<file path="src/rtl/heptane_core_xlink.sv">
// heptane_core_xlink: N-way committed-store broadcast between heptane cores.
// Every core's store record reaches every other core. Each source has a FIFO.
// Each destination lane picks one source per cycle by round-robin, with backpressure.
//
// Ports:
//   clk, rst               clock, asynchronous active-high reset
//   in_valid/in_ready      per-source handshake (slice i = core i)
//   in_data/in_lsq         per-source record payload and LSQ index
//   out_valid/out_ready    per-destination handshake (slice j = core j)
//   out_data/out_lsq       record delivered to destination j (0 when idle)
//   out_src                source core of the delivered record (0 when idle)

module heptane_core_xlink #(
    parameter int NCORE  = 4,
    parameter int DATA_W = 160,
    parameter int LSQ_W  = 9,
    parameter int DEPTH  = 4,
    parameter int SRC_W  = 3
) (
    input  logic                    clk,
    input  logic                    rst,
    input  logic [NCORE-1:0]        in_valid,
    output logic [NCORE-1:0]        in_ready,
    input  logic [NCORE*DATA_W-1:0] in_data,
    input  logic [NCORE*LSQ_W-1:0]  in_lsq,
    output logic [NCORE-1:0]        out_valid,
    input  logic [NCORE-1:0]        out_ready,
    output logic [NCORE*DATA_W-1:0] out_data,
    output logic [NCORE*LSQ_W-1:0]  out_lsq,
    output logic [NCORE*SRC_W-1:0]  out_src
);

    localparam int PW = $clog2(DEPTH);
    localparam int CW = PW + 1;
    localparam logic [CW-1:0] FULL = CW'(DEPTH);

    logic [DATA_W-1:0] mem_data_q [NCORE][DEPTH];
    logic [LSQ_W-1:0]  mem_lsq_q  [NCORE][DEPTH];

    logic [PW-1:0]    rd_q   [NCORE];
    logic [PW-1:0]    rd_d   [NCORE];
    logic [PW-1:0]    wr_q   [NCORE];
    logic [PW-1:0]    wr_d   [NCORE];
    logic [CW-1:0]    cnt_q  [NCORE];
    logic [CW-1:0]    cnt_d  [NCORE];
    logic [NCORE-1:0] pend_q [NCORE];
    logic [NCORE-1:0] pend_d [NCORE];

    logic [SRC_W-1:0] rr_q   [NCORE];
    logic [SRC_W-1:0] rr_d   [NCORE];
    logic [SRC_W-1:0] lsrc_q [NCORE];
    logic [SRC_W-1:0] lsrc_d [NCORE];
    logic [NCORE-1:0] lock_q;
    logic [NCORE-1:0] lock_d;

    logic [NCORE-1:0] nonempty;
    logic [NCORE-1:0] push;
    logic [NCORE-1:0] pop;
    logic [NCORE-1:0] gnt_vld;
    logic [SRC_W-1:0] gnt_src [NCORE];

    // in_ready follows the registered count only, so a pop never
    // raises it in the same cycle.
    always_comb begin
        nonempty = '0;
        in_ready = '0;
        push     = '0;
        for (int s = 0; s < NCORE; s++) begin
            nonempty[s] = (cnt_q[s] != '0);
            in_ready[s] = !rst && (cnt_q[s] != FULL);
            push[s]     = in_valid[s] && in_ready[s];
        end
    end

    // Per-lane round-robin. Candidates at or above rr win over those
    // below it, and the lowest index wins within each group.
    always_comb begin
        logic             hi_v;
        logic             lo_v;
        logic [SRC_W-1:0] hi_s;
        logic [SRC_W-1:0] lo_s;
        gnt_vld = '0;
        hi_v    = 1'b0;
        lo_v    = 1'b0;
        hi_s    = '0;
        lo_s    = '0;
        for (int j = 0; j < NCORE; j++) begin
            gnt_src[j] = '0;
        end
        for (int j = 0; j < NCORE; j++) begin
            hi_v = 1'b0;
            lo_v = 1'b0;
            hi_s = '0;
            lo_s = '0;
            for (int s = NCORE - 1; s >= 0; s--) begin
                if (s != j && nonempty[s] && pend_q[s][j]) begin
                    if (SRC_W'(s) >= rr_q[j]) begin
                        hi_v = 1'b1;
                        hi_s = SRC_W'(s);
                    end else begin
                        lo_v = 1'b1;
                        lo_s = SRC_W'(s);
                    end
                end
            end
            // A stalled grant is held so the lane's output stays stable.
            if (lock_q[j]) begin
                gnt_vld[j] = 1'b1;
                gnt_src[j] = lsrc_q[j];
            end else if (hi_v) begin
                gnt_vld[j] = 1'b1;
                gnt_src[j] = hi_s;
            end else if (lo_v) begin
                gnt_vld[j] = 1'b1;
                gnt_src[j] = lo_s;
            end
        end
    end

    always_comb begin
        out_valid = '0;
        out_data  = '0;
        out_lsq   = '0;
        out_src   = '0;
        for (int j = 0; j < NCORE; j++) begin
            if (gnt_vld[j]) begin
                out_valid[j] = 1'b1;
                out_src[j*SRC_W +: SRC_W] = gnt_src[j];
                for (int s = 0; s < NCORE; s++) begin
                    if (gnt_src[j] == SRC_W'(s)) begin
                        out_data[j*DATA_W +: DATA_W] =
                            mem_data_q[s][rd_q[s]];
                        out_lsq[j*LSQ_W +: LSQ_W] =
                            mem_lsq_q[s][rd_q[s]];
                    end
                end
            end
        end
    end

    always_comb begin
        logic [NCORE-1:0] clr;
        logic [NCORE-1:0] left;
        logic [NCORE-1:0] mask;
        logic             load;
        clr  = '0;
        left = '0;
        mask = '0;
        load = 1'b0;
        pop  = '0;
        for (int s = 0; s < NCORE; s++) begin
            clr = '0;
            for (int j = 0; j < NCORE; j++) begin
                clr[j] = gnt_vld[j] && out_ready[j]
                         && (gnt_src[j] == SRC_W'(s));
            end
            left   = pend_q[s] & ~clr;
            // Retire the head once every destination has taken it.
            pop[s] = nonempty[s] && (clr != '0) && (left == '0);
            cnt_d[s] = cnt_q[s] + CW'(push[s]) - CW'(pop[s]);
            rd_d[s]  = rd_q[s] + PW'(pop[s]);
            wr_d[s]  = wr_q[s] + PW'(push[s]);
            // A new head arrives on push-into-empty or pop-leaving-data.
            load = (pop[s] || (push[s] && !nonempty[s]))
                   && (cnt_d[s] != '0);
            mask    = '1;
            mask[s] = 1'b0;
            pend_d[s] = load ? mask : left;
        end
        for (int j = 0; j < NCORE; j++) begin
            lock_d[j] = gnt_vld[j] && !out_ready[j];
            lsrc_d[j] = gnt_src[j];
            rr_d[j]   = rr_q[j];
            if (gnt_vld[j] && out_ready[j]) begin
                if (gnt_src[j] == SRC_W'(NCORE - 1)) begin
                    rr_d[j] = '0;
                end else begin
                    rr_d[j] = gnt_src[j] + SRC_W'(1);
                end
            end
        end
    end

    always_ff @(posedge clk or posedge rst) begin
        if (rst) begin
            lock_q <= '0;
            for (int s = 0; s < NCORE; s++) begin
                rd_q[s]   <= '0;
                wr_q[s]   <= '0;
                cnt_q[s]  <= '0;
                pend_q[s] <= '0;
                rr_q[s]   <= '0;
                lsrc_q[s] <= '0;
            end
        end else begin
            lock_q <= lock_d;
            for (int s = 0; s < NCORE; s++) begin
                rd_q[s]   <= rd_d[s];
                wr_q[s]   <= wr_d[s];
                cnt_q[s]  <= cnt_d[s];
                pend_q[s] <= pend_d[s];
                rr_q[s]   <= rr_d[s];
                lsrc_q[s] <= lsrc_d[s];
            end
        end
    end

    // Payload storage needs no reset: reads are gated by the counts.
    always_ff @(posedge clk) begin
        for (int s = 0; s < NCORE; s++) begin
            if (push[s]) begin
                mem_data_q[s][wr_q[s]] <= in_data[s*DATA_W +: DATA_W];
                mem_lsq_q[s][wr_q[s]]  <= in_lsq[s*LSQ_W +: LSQ_W];
            end
        end
    end

endmodule

</file>
<file path="config.mk">
export PLATFORM = sky130hd
export DESIGN_NAME = heptane_core_xlink
export DESIGN_NICKNAME = d
export VERILOG_FILES = /design/src/rtl/heptane_core_xlink.sv
export SDC_FILE = /design/constraint.sdc
export NUM_CORES = 2
export LEC_CHECK = 0
export BUFFER_PORTS_ARGS = -buffer_cell sky130_fd_sc_hd__buf_2
export CAP_MARGIN = 40
export CORE_UTILIZATION = 28
export CTS_CLUSTER_DIAMETER = 100
export DETAILED_ROUTE_END_ITERATION = 7
export GPL_ROUTABILITY_DRIVEN = 0
export PLACE_DENSITY = 0.48
export SLEW_MARGIN = 0
export SYNTH_ARGS = -nofsm -noshare
export SYNTH_HDL_FRONTEND = slang
export SYNTH_SLANG_ARGS = --single-unit
</file>
<file path="constraint.sdc">
create_clock -name clk -period 30.3 [get_ports clk]
set_clock_uncertainty 0.1 [all_clocks]
set_input_delay 1.515 -clock clk [delete_from_list [all_inputs] [get_ports clk]]
set_output_delay 1.515 -clock clk [all_outputs]
set_load 0.005 [all_outputs]
</file>
==> reports/metrics.cfg <==
[finish]
nets = 9178
drive_gt1_share_pct = 32.58
area_delta_synth_final_pct = 20.48
nFillCells = 41530

[logic_synthesis]
synthCells = 7192
synth_area_mm2 = 0.1214
synth.most_common_cell = edfxtp_1
syn_nets = 7914
synth_commonest_cells = edfxtp_1, nand2_1, a21oi_1, o211ai_1
ys_types = 59
synth-main-ff-cell = edfxtp_1
synth_top_area_share_pct = 66.87
synth-seq-area-share_pct = 68.36
synth-seq-cells = 2776
synth-async-reset-ratio_pct = 2.594
synth-edff-count = 2704
synth_area_leaders = edfxtp_1, mux4_2, a221o_1
yosysTopAreaCell = edfxtp_1
yosysWarnings = 0
syn_area_per_cell_um2 = 16.88

[global_routing]
grt_pass1_vias = 82450
grt_max_degree = 93
grt_use_total_pct = 24.11
grt_pass1_wl_mm = 726.9
antenna_found_initial = 406
grt-ovfl-total = 0

[setup_path]
start_kind = flop
critPathCaptureType = primary output
arrival_ns = 6.46
timing.critical_path.buf_inv = 4
crit_path_frequent_cell = buf_4
rrSetupSlack_ns = 24.08
r2r_cells = 20
critPathSlowestCell = buf_4
path_class = flop to primary output
required_ns = 28.69
cpLargestDelayFamily = compound AO/OA/AOI/OAI gates
cp_cell_sequence = o31a_1, nor2b_1, a211oi_1, o31ai_1, inv_1, ha_1, nand2_4, buf_4, buf_4, o211ai_1, a21oi_1, buf_2
cpPeakStageDelay_ns = 0.68
worst-path-max-fanout = 40
worstReg2RegStart = cnt_q[7]$_DFF_PP0_
reg2reg_to = pend_q[4]$_DFF_PP0_

[sta]
timing_hold_violations_final = 0
max_slew_margin_pct = 5.549
rsz0062_at_grt = false
drv_slew = 0
fin_crit_sh_pct = 26.66
period_minus_slack_ns = 8.079
finalSetupTns_ns = 0
max_freq_mhz = 123.8
timing.final.ws_setup_ns = 22.22
worstMarginPinSlew_ns = 1.417
final-setup-viol-count = 0

[clock_network]
clockBufferDepth = 4
h-tree-depth = 5
clk_pin_slew_ns = 0.06
cts-buffers-inserted = 323
cts.sinks = 2776
cts_tree = done
post_cts_buffers = 0
clk_latency_ns = 0.94
cts-root-buf = clkbuf_16
cts_resized = 0
hold_buffers = 0

[power_and_ir_drop]
power_leakage_uw = 0.04772
p_per_area_mw_per_mm2 = 141.9
peakVddDrop_mv = 0.1168
power_uw = 20760

[drt]
drtIter0Drc = 12010
ant_nets = 0
routedWlPerCell_um = 37.20
vias = 85320
first_pass_iters = 8
routed_via_density = 5.821
drcViolationCount = 6
drt-total-wl_mm = 545.2

[hold_path]
holdPathStages = 2
holdCritStartpoint = rr_q[11]$_DFFE_PP0N_
holdPathEnd = rr_q[11]$_DFFE_PP0N_
hp-class = flop to flop

[floorplanning]
dieHeight_um = 660.5
core_area_mm2 = 0.4312
ios = 1382
rows = 241
start_util_pct = 28.16
dieArea_mm2 = 0.4363
die_width_um = 660.5

[job]
maxCapViolations = 0

[outcome]
status = finished with violations
violations = DRC

[placement]
place_ws_ns = 23.39
port_buffers = 1381
dp_hpwl_mm = 378.3

where the power goes:
| part | leakage (µW) | total, µW | switching, µW | internal, µW |
|---|---|---|---|---|
| Clock | 0.00505 | 3880 | 1640 | 2240 |
| Combinational | 0.0173 | 12000 | 7820 | 4180 |
| Sequential | 0.0254 | 4880 | 200 | 4680 |
| Total | 0.0477 | 20800 | 9660 | 11100 |
logic make-up after synthesis:
logic type	share of synthesized area, %
mux	12.54
flops	68.36
fa+ha+maj	0.4039
compound gates	13.23
simple gates	2.672
xor+xnor	0.1237
buf+inv	2.673
tightest hold or removal path, cell delays in order, from the launching register on:
cell	delay, ns
dfrtp_1	0.34
nand2_1	0.05
o31ai_1	0.05
routing by layer:
metal / up-vias / part of all wire (%) / GRT usage (%)
li1: 33200 / - / -
met1: 44090 / 36 / 28.52
met2: 6083 / 47 / 38.74
met3: 1765 / 10 / 7.167
met4: 180 / 7.0 / 14.48
met5: - / 0.23 / 0.1441
sequential cells by signal (all words and copies together) (netlist names):
register / cells
wr_q: 8
pend_q: 16
rd_q: 8
cnt_q: 12
rr_q: 12
mem_lsq_q: 144
mem_data_q: 2560
lsrc_q: 12
lock_q: 4
stage by stage:
stage	hold slack, ns	utilization (%)	cells	area, µm²
2_1_floorplan	0.3407	-	7192	121400
3_3_place_gp	0.3570	31.16	13800	134400
3_5_place_dp	0.3763	31.37	13840	135300
4_1_cts	0.3886	33.79	14420	145700
5_1_grt	0.4233	33.88	14580	146100
6_report	0.3846	33.92	14660	146300
layout make-up:
class | instances | area, µm² | area share, %
antenna | 234 | 585.6 | 0.4003
clock buffer | 381 | 8447 | 5.774
clock inverter | 200 | 1974 | 1.350
inverter | 40 | 150.1 | 0.1026
multi-input combinational | 3686 | 35440 | 24.23
sequential | 2776 | 83030 | 56.76
tap | 5710 | 7144 | 4.884
timing repair buffer | 1629 | 9512 | 6.502
layout by cell type, fill, tap and decap left out, types with 13 or more instances in the layout:
master,netlist,routed
nor2_1,24,19
buf_16,0,25
ha_1,32,32
bufinv_16,0,28
o211ai_1,685,685
clkinv_2,0,48
edfxtp_1,2704,2704
o31ai_1,24,24
a221o_1,676,676
clkbuf_16,0,328
buf_2,126,1382
diode_2,0,234
o21ai_1,13,13
clkinv_1,0,70
a21oi_1,685,680
nand2_1,723,715
buf_4,12,201
dfrtp_1,72,64
mux4_2,676,676
buf_12,11,18
o21ai_0,13,13
clkinvlp_4,0,19
inv_1,38,37
clkbuf_1,490,49
worst max path at each step:
stage                             startpoint                      endpoint  slack [ns]  cells past startpoint
after floorplan                          rst  mem_data_q[0][160]$_DFFE_PP_       13.44                      4
after global placement    cnt_q[7]$_DFF_PP0_                 out_data[602]       22.73                     12
after detailed placement  cnt_q[4]$_DFF_PP0_                 out_data[209]       23.39                     12
after CTS                 cnt_q[4]$_DFF_PP0_                 out_data[209]       22.29                     12
after global routing      cnt_q[4]$_DFF_PP0_                 out_data[209]       22.07                     12
final                     cnt_q[7]$_DFF_PP0_                  out_data[77]       22.22                     12
(Power assumes the default switching activity.)
